===== src/rtl/clk_meas_pkg.sv =====
// Shared definitions for the clock-ratio measurement path: FSM encoding,
// default counter width and the minimum synchronizer depth.
package clk_meas_pkg;

    localparam int unsigned CNT_W_DEF       = 16;
    localparam int unsigned SYNC_STAGES_MIN = 2;

    typedef enum logic [1:0] {
        IDLE      = 2'd0,
        MEAS_HIGH = 2'd1,
        MEAS_LOW  = 2'd2
    } meas_state_e;

endpackage : clk_meas_pkg


===== src/rtl/sig_sync_edge.sv =====
// Synchronizes an asynchronous level into the i_clk domain and reports its
// edges.
//   i_clk, i_rst_n : clock, async active-low reset
//   i_sig          : asynchronous input level
//   o_s            : synchronized level (last synchronizer stage)
//   o_rise_c       : combinational, o_s rose this cycle
//   o_fall_c       : combinational, o_s fell this cycle
module sig_sync_edge
    import clk_meas_pkg::*;
#(
    parameter int unsigned SYNC_STAGES = SYNC_STAGES_MIN
) (
    input  logic i_clk,
    input  logic i_rst_n,
    input  logic i_sig,
    output logic o_s,
    output logic o_rise_c,
    output logic o_fall_c
);

    // Depths below the minimum are not metastability-safe; clamp them.
    localparam int unsigned N = (SYNC_STAGES < SYNC_STAGES_MIN) ? SYNC_STAGES_MIN : SYNC_STAGES;

    logic [N-1:0] sync_q;
    logic         s_d_q;

    // Synchronizer chain plus one extra delay for edge detection.
    always_ff @(posedge i_clk or negedge i_rst_n) begin
        if (!i_rst_n) begin
            sync_q <= '0;
            s_d_q  <= 1'b0;
        end else begin
            sync_q <= {sync_q[N-2:0], i_sig};
            s_d_q  <= sync_q[N-1];
        end
    end

    assign o_s      = sync_q[N-1];
    assign o_rise_c = sync_q[N-1] & ~s_d_q;
    assign o_fall_c = ~sync_q[N-1] & s_d_q;

endmodule : sig_sync_edge


===== src/rtl/clk_ratio_meter.sv =====
// Measures high time, low time and period of a slow clock-like input in
// i_clk cycles and publishes each completed period with a one-cycle strobe.
//   i_clk, i_rst_n : clock, async active-low reset
//   i_en           : synchronous measurement enable
//   i_sig          : asynchronous signal under measurement
//   o_valid        : one-cycle strobe, o_high/o_low/o_period updated
//   o_high, o_low  : cycles high / low in the last complete period
//   o_period       : o_high + o_low, one bit wider
//   o_timeout      : level, a high or low phase exceeded the counter range
module clk_ratio_meter
    import clk_meas_pkg::*;
#(
    parameter int unsigned CNT_W       = CNT_W_DEF,
    parameter int unsigned SYNC_STAGES = SYNC_STAGES_MIN
) (
    input  logic             i_clk,
    input  logic             i_rst_n,
    input  logic             i_en,
    input  logic             i_sig,
    output logic             o_valid,
    output logic [CNT_W-1:0] o_high,
    output logic [CNT_W-1:0] o_low,
    output logic [CNT_W:0]   o_period,
    output logic             o_timeout
);

    localparam int unsigned PER_W = CNT_W + 1;
    localparam logic [CNT_W-1:0] CNT_MAX = '1;

    logic s, rise, fall;

    meas_state_e      state_q, state_d;
    logic [CNT_W-1:0] hcnt_q, hcnt_d;
    logic [CNT_W-1:0] lcnt_q, lcnt_d;
    logic             valid_q, valid_d;
    logic [CNT_W-1:0] high_q, high_d;
    logic [CNT_W-1:0] low_q, low_d;
    logic [PER_W-1:0] period_q, period_d;
    logic             timeout_q, timeout_d;

    sig_sync_edge #(
        .SYNC_STAGES (SYNC_STAGES)
    ) u_sync (
        .i_clk    (i_clk),
        .i_rst_n  (i_rst_n),
        .i_sig    (i_sig),
        .o_s      (s),
        .o_rise_c (rise),
        .o_fall_c (fall)
    );

    // State and output registers.
    always_ff @(posedge i_clk or negedge i_rst_n) begin
        if (!i_rst_n) begin
            state_q   <= IDLE;
            hcnt_q    <= '0;
            lcnt_q    <= '0;
            valid_q   <= 1'b0;
            high_q    <= '0;
            low_q     <= '0;
            period_q  <= '0;
            timeout_q <= 1'b0;
        end else begin
            state_q   <= state_d;
            hcnt_q    <= hcnt_d;
            lcnt_q    <= lcnt_d;
            valid_q   <= valid_d;
            high_q    <= high_d;
            low_q     <= low_d;
            period_q  <= period_d;
            timeout_q <= timeout_d;
        end
    end

    // Next-state, counter and publish logic.
    always_comb begin
        state_d   = state_q;
        hcnt_d    = hcnt_q;
        lcnt_d    = lcnt_q;
        valid_d   = 1'b0;
        high_d    = high_q;
        low_d     = low_q;
        period_d  = period_q;
        timeout_d = timeout_q;

        if (!i_en) begin
            // Abandon any partial measurement; published values and timeout hold.
            state_d = IDLE;
            hcnt_d  = '0;
            lcnt_d  = '0;
        end else begin
            unique case (state_q)
                IDLE: begin
                    hcnt_d = '0;
                    lcnt_d = '0;
                    if (rise) begin
                        hcnt_d    = CNT_W'(1);
                        timeout_d = 1'b0;
                        state_d   = MEAS_HIGH;
                    end
                end
                MEAS_HIGH: begin
                    if (fall) begin
                        lcnt_d  = CNT_W'(1);
                        state_d = MEAS_LOW;
                    end else if (s) begin
                        if (hcnt_q == CNT_MAX) begin
                            timeout_d = 1'b1;
                            hcnt_d    = '0;
                            lcnt_d    = '0;
                            state_d   = IDLE;
                        end else begin
                            hcnt_d = hcnt_q + CNT_W'(1);
                        end
                    end
                end
                MEAS_LOW: begin
                    // A rise closes the period and starts the next one at once.
                    if (rise) begin
                        valid_d  = 1'b1;
                        high_d   = hcnt_q;
                        low_d    = lcnt_q;
                        period_d = PER_W'(hcnt_q) + PER_W'(lcnt_q);
                        hcnt_d   = CNT_W'(1);
                        lcnt_d   = '0;
                        state_d  = MEAS_HIGH;
                    end else if (!s) begin
                        if (lcnt_q == CNT_MAX) begin
                            timeout_d = 1'b1;
                            hcnt_d    = '0;
                            lcnt_d    = '0;
                            state_d   = IDLE;
                        end else begin
                            lcnt_d = lcnt_q + CNT_W'(1);
                        end
                    end
                end
                default: begin
                    state_d = IDLE;
                    hcnt_d  = '0;
                    lcnt_d  = '0;
                end
            endcase
        end
    end

    assign o_valid   = valid_q;
    assign o_high    = high_q;
    assign o_low     = low_q;
    assign o_period  = period_q;
    assign o_timeout = timeout_q;

endmodule : clk_ratio_meter

===== config.mk =====
export PLATFORM = sky130hd
export DESIGN_NAME = clk_ratio_meter
export DESIGN_NICKNAME = d
export VERILOG_FILES = /design/src/rtl/clk_meas_pkg.sv /design/src/rtl/sig_sync_edge.sv /design/src/rtl/clk_ratio_meter.sv
export SDC_FILE = /design/constraint.sdc
export NUM_CORES = 1
export LEC_CHECK = 0
export BUFFER_PORTS_ARGS = -buffer_cell sky130_fd_sc_hd__buf_4
export CAP_MARGIN = 15
export CELL_PAD_IN_SITES_DETAIL_PLACEMENT = 1
export CELL_PAD_IN_SITES_GLOBAL_PLACEMENT = 2
export CORE_ASPECT_RATIO = 1.25
export CORE_MARGIN = 5
export CORE_UTILIZATION = 36
export DETAILED_ROUTE_END_ITERATION = 16
export GPL_TIMING_DRIVEN = 0
export PLACE_DENSITY_LB_ADDON = 0.1
export SLEW_MARGIN = 10
export SYNTH_ARGS = -nofsm -noshare
export SYNTH_HDL_FRONTEND = slang
export SYNTH_HIERARCHICAL = 1
export SYNTH_SLANG_ARGS = --single-unit

===== constraint.sdc =====
create_clock -name i_clk -period 2.3 [get_ports i_clk]
set_input_delay 0.23 -clock i_clk [delete_from_list [all_inputs] [get_ports i_clk]]
set_output_delay 0.23 -clock i_clk [all_outputs]
set_load 0.02 [all_outputs]

==> run summary <==
Setup violators final = 0
Setup_tns = 0 ns
Pwr Density = 593.0 nW/um2
Worst Path Required = 2.51 ns
Pleak = 2.859 nW
Critical path type = register to register
Final GP Congestion = 0.8488
Reg-to-Reg End = o_period[15]$_DFFE_PN0P_
FMAX = 448.2 MHz
Die Wd = 115.3 um
DRT iter0 DRCs = 213
Num ports = 55
Max-cap viol count = 0
Syn_nets = 590
Max_slew headroom = 43.48%
Routed WL = 15390 um
Met1 Use GR = 25.39%
Endpoint class of the critical path = register
Gr busiest metal = met2
IO buf count = 53
Final worst path period share = 97.00%
Fill count = 1630
Final hold vios = 41
H-tree levels = 3
Row count = 48
Via Count = 4511
Placed cell count = 791
Initial Util = 36.43%
Gr usage total = 19.09%
Cells after synthesis = 563
Synth Area in Simple Gates = 23.60%
FF+latch count, synth = 88
CTS tree = done
DRC viols = 0
Main flop type after synthesis = dfrtp_1
DR pass1 iterations = 4
Met2 Use GR = 32.20%
Inserted Diodes = 0
Status = complete, but fails checks
Critical path fanouts, max = 8
Worst Hold Class = primary input to async pin
Total CTS buffers = 9
Yosys warns = 6
R2R Setup Slk = 0.07 ns
Max incr delay on CP = 0.48 ns
Distinct cells, synth = 68
Routed WL per cell = 18.81 um
Syn_area_per_cell = 8.861 um2
Met3 usage = 2.901%
Final ANT Viol Nets = 0
Skew-Pair Late Insertion Delay = 0.35 ns
Fin nets = 665
First-pass GRT wire length = 24560 um
Worst r2r src = hcnt_q[12]$_DFFE_PN0P_
Tightest Pin Transition = 0.8478 ns
Antenna violations before repair = 0
Clock Tree Root = clkbuf_16
Peak supply drop = 0.0004160 V
WHS = -0.07493 ns
Ratio of cells with drive above 1 in the final layout = 19.60%
Via/cell ratio = 5.515
Clock sinks = 88
Crit path launch type = register
Synth Area in Compound Gates = 20.12%
Maximum root-to-sink buffer count = 2
Xor/xnor share of the synthesized area = 0.8779%
Hpwl dp = 11240 um
Crit path DAT = 2.44 ns
Crit path buf inv count = 1
Post-synth EDFFs = 0
Worst Reg2Reg Path Length in Cells = 7
Sequential area share after synthesis = 44.14%
Adder-cell share of the synthesized area = 5.919%
Post-synthesis mux area share = 1.053%
Failing checks = hold timing
Stages on worst setup path = 7
Clock Skews = 0.01027 ns
Overflow left after global routing = 0
CP Cell Sequence = ha_1, clkbuf_1, a211o_1, a21o_1, a31oi_1, a2111o_1, o2111ai_1
Minimum period implied by the final worst setup slack = 2.231 ns
Synth async-reset ratio = 100.0%
Clk pin slew, worst setup/hold paths = 0.07 ns
Pin count of the biggest net entering global routing = 89
Worst setup path endpoint = o_period[15]$_DFFE_PN0P_
Full die area = 16330 um2
Largest family of logic cells by synthesized area = simple AND/OR/NAND/NOR gates
Layout area overhead = 21.77%
Mapped Area = 4989 um2
Final cell count without fillers = 818
Die H = 141.6 um
CP startpoint = hcnt_q[12]$_DFFE_PN0P_
Vias in the first global route = 4599
Top delay family on crit path = compound AO/OA/AOI/OAI gates
Max-slew violation count = 0
Slowest CP cell = dfrtp_2
Core area = 13690 um2
[routing by layer]
| layer | wire length [um] | part of all wire, % |
|---|---|---|
| met3 | 467 | 3.0 |
| met1 | 6973 | 45 |
| met5 | 0 | 0 |
| met2 | 7747 | 50 |
| met4 | 201 | 1.3 |
[cells by family after synthesis]
family | Yosys count
flip-flops | 88
AND/OR/NAND/NOR | 245
AO/OA/AOI/OAI | 149
buffers and inverters | 48
XOR/XNOR | 5
multiplexers | 5
adder cells (fa/ha/maj) | 23
[through the flow]
step | total power, mW | hold WS [ns] | setup slack [ns] | instance area, um2 | util [%]
after floorplan | 1.935 | -0.06559 | 0.2474 | 4989 | -
after global placement | 2.085 | 0.3347 | -0.2467 | 5605 | 40.94
after detailed placement | 2.094 | 0.3371 | -0.3388 | 5605 | 40.94
after CTS | 3.600 | 0.1676 | 0.01535 | 5949 | 43.45
after global routing | 3.782 | 0.01314 | -0.02304 | 6075 | 44.36
final | 3.602 | -0.07493 | 0.06892 | 6075 | 44.36
[state kept, by name, indices dropped and copies added, names as in the netlist]
signal         count
u_sync/sync_q      2
o_period          17
o_valid            1
lcnt_q            16
o_timeout          1
state_q            2
o_high            16
u_sync/s_d_q       1
o_low             16
hcnt_q            16
[cells in the mapped netlist (3+ instances only)]
cell	number	share of area (%)
nor4_1	3	0.38
inv_1	22	1.7
nand4_1	9	1.1
a21o_1	7	1.1
a211oi_1	11	1.7
a211o_1	9	1.6
nand2_1	143	11
o311ai_0	3	0.53
ha_1	22	5.5
nor2_1	15	1.1
buf_2	6	0.60
a31oi_1	26	3.3
nor2b_1	4	0.50
buf_6	3	0.68
o22ai_1	8	1.0
or3_1	4	0.50
mux2i_1	3	0.60
nand2b_1	9	1.1
o211ai_1	5	0.75
clkbuf_1	14	1.1
o21ai_0	35	3.5
xnor2_1	3	0.53
and4_1	5	0.88
nand3_1	19	1.9
dfrtp_1	88	44
and3_1	8	1.0
a21oi_1	24	2.4
nor3_1	5	0.50
[cell usage in the layout (no fill, tap or decap), types with 4 or more instances in the layout]
master	netlist	final
buf_4	1	60
nand2b_1	9	9
and4_1	5	5
o22ai_1	8	8
nand3_1	19	17
ha_1	22	17
nand2_1	143	143
clkbuf_1	14	10
clkbuf_2	0	5
buf_6	3	5
nor3_1	5	5
a211o_1	9	9
or3_1	4	4
inv_1	22	22
dfrtp_2	0	7
ha_2	0	4
a21o_1	7	7
a211oi_1	11	9
and3_1	8	7
clkbuf_16	0	9
o21ai_0	35	35
nor2_1	15	15
dfrtp_1	88	81
a31oi_1	26	26
buf_2	6	5
nand4_1	9	9
a21oi_1	24	24
o211ai_1	5	5
[report_power, final]
| part | switching (mW) | internal, mW | total [mW] |
|---|---|---|---|
| clock | 0.676 | 0.799 | 1.47 |
| combinational | 0.310 | 0.214 | 0.523 |
| sequential | 0.0290 | 1.57 | 1.60 |
| total | 1.02 | 2.59 | 3.60 |
[worst min-delay path by stage]
stage,from,to,slack (ns),cells after the start
after floorplan,i_rst_n,hcnt_q[0]$_DFFE_PN0P_,-0.07,0
after global placement,u_sync/sync_q[0]$_DFF_PN0_,u_sync/sync_q[1]$_DFF_PN0_,0.33,0
after detailed placement,u_sync/sync_q[0]$_DFF_PN0_,u_sync/sync_q[1]$_DFF_PN0_,0.34,0
after CTS,i_rst_n,o_high[8]$_DFFE_PN0P_,0.17,1
after global routing,i_rst_n,o_high[8]$_DFFE_PN0P_,0.01,1
final,i_rst_n,o_high[8]$_DFFE_PN0P_,-0.07,1
[layout make-up]
| type | count | area (um2) | share of cell area (%) |
|---|---|---|---|
| Clock buffer | 11 | 252.7 | 4.161 |
| Inverter | 23 | 86.33 | 1.421 |
| Sequential cell | 88 | 2211 | 36.40 |
| Multi-Input combinational cell | 427 | 2631 | 43.32 |
| Buffer | 25 | 150.1 | 2.472 |
| Timing Repair Buffer | 64 | 484.2 | 7.971 |
| Tap cell | 175 | 219.0 | 3.605 |
| Clock inverter | 5 | 40.04 | 0.6591 |
[repair_timing]
action | in CTS | in global routing
gates cloned | 0 | 2
hold endpoints to repair | 1 | 0
hold buffers | 1 | 0
pin swaps | 2 | 4
setup buffers | 1 | 7
resized for setup | 11 | 25
endpoints found under the setup margin | 63 | 63
Note: power is estimated with default switching activity, not from simulation.
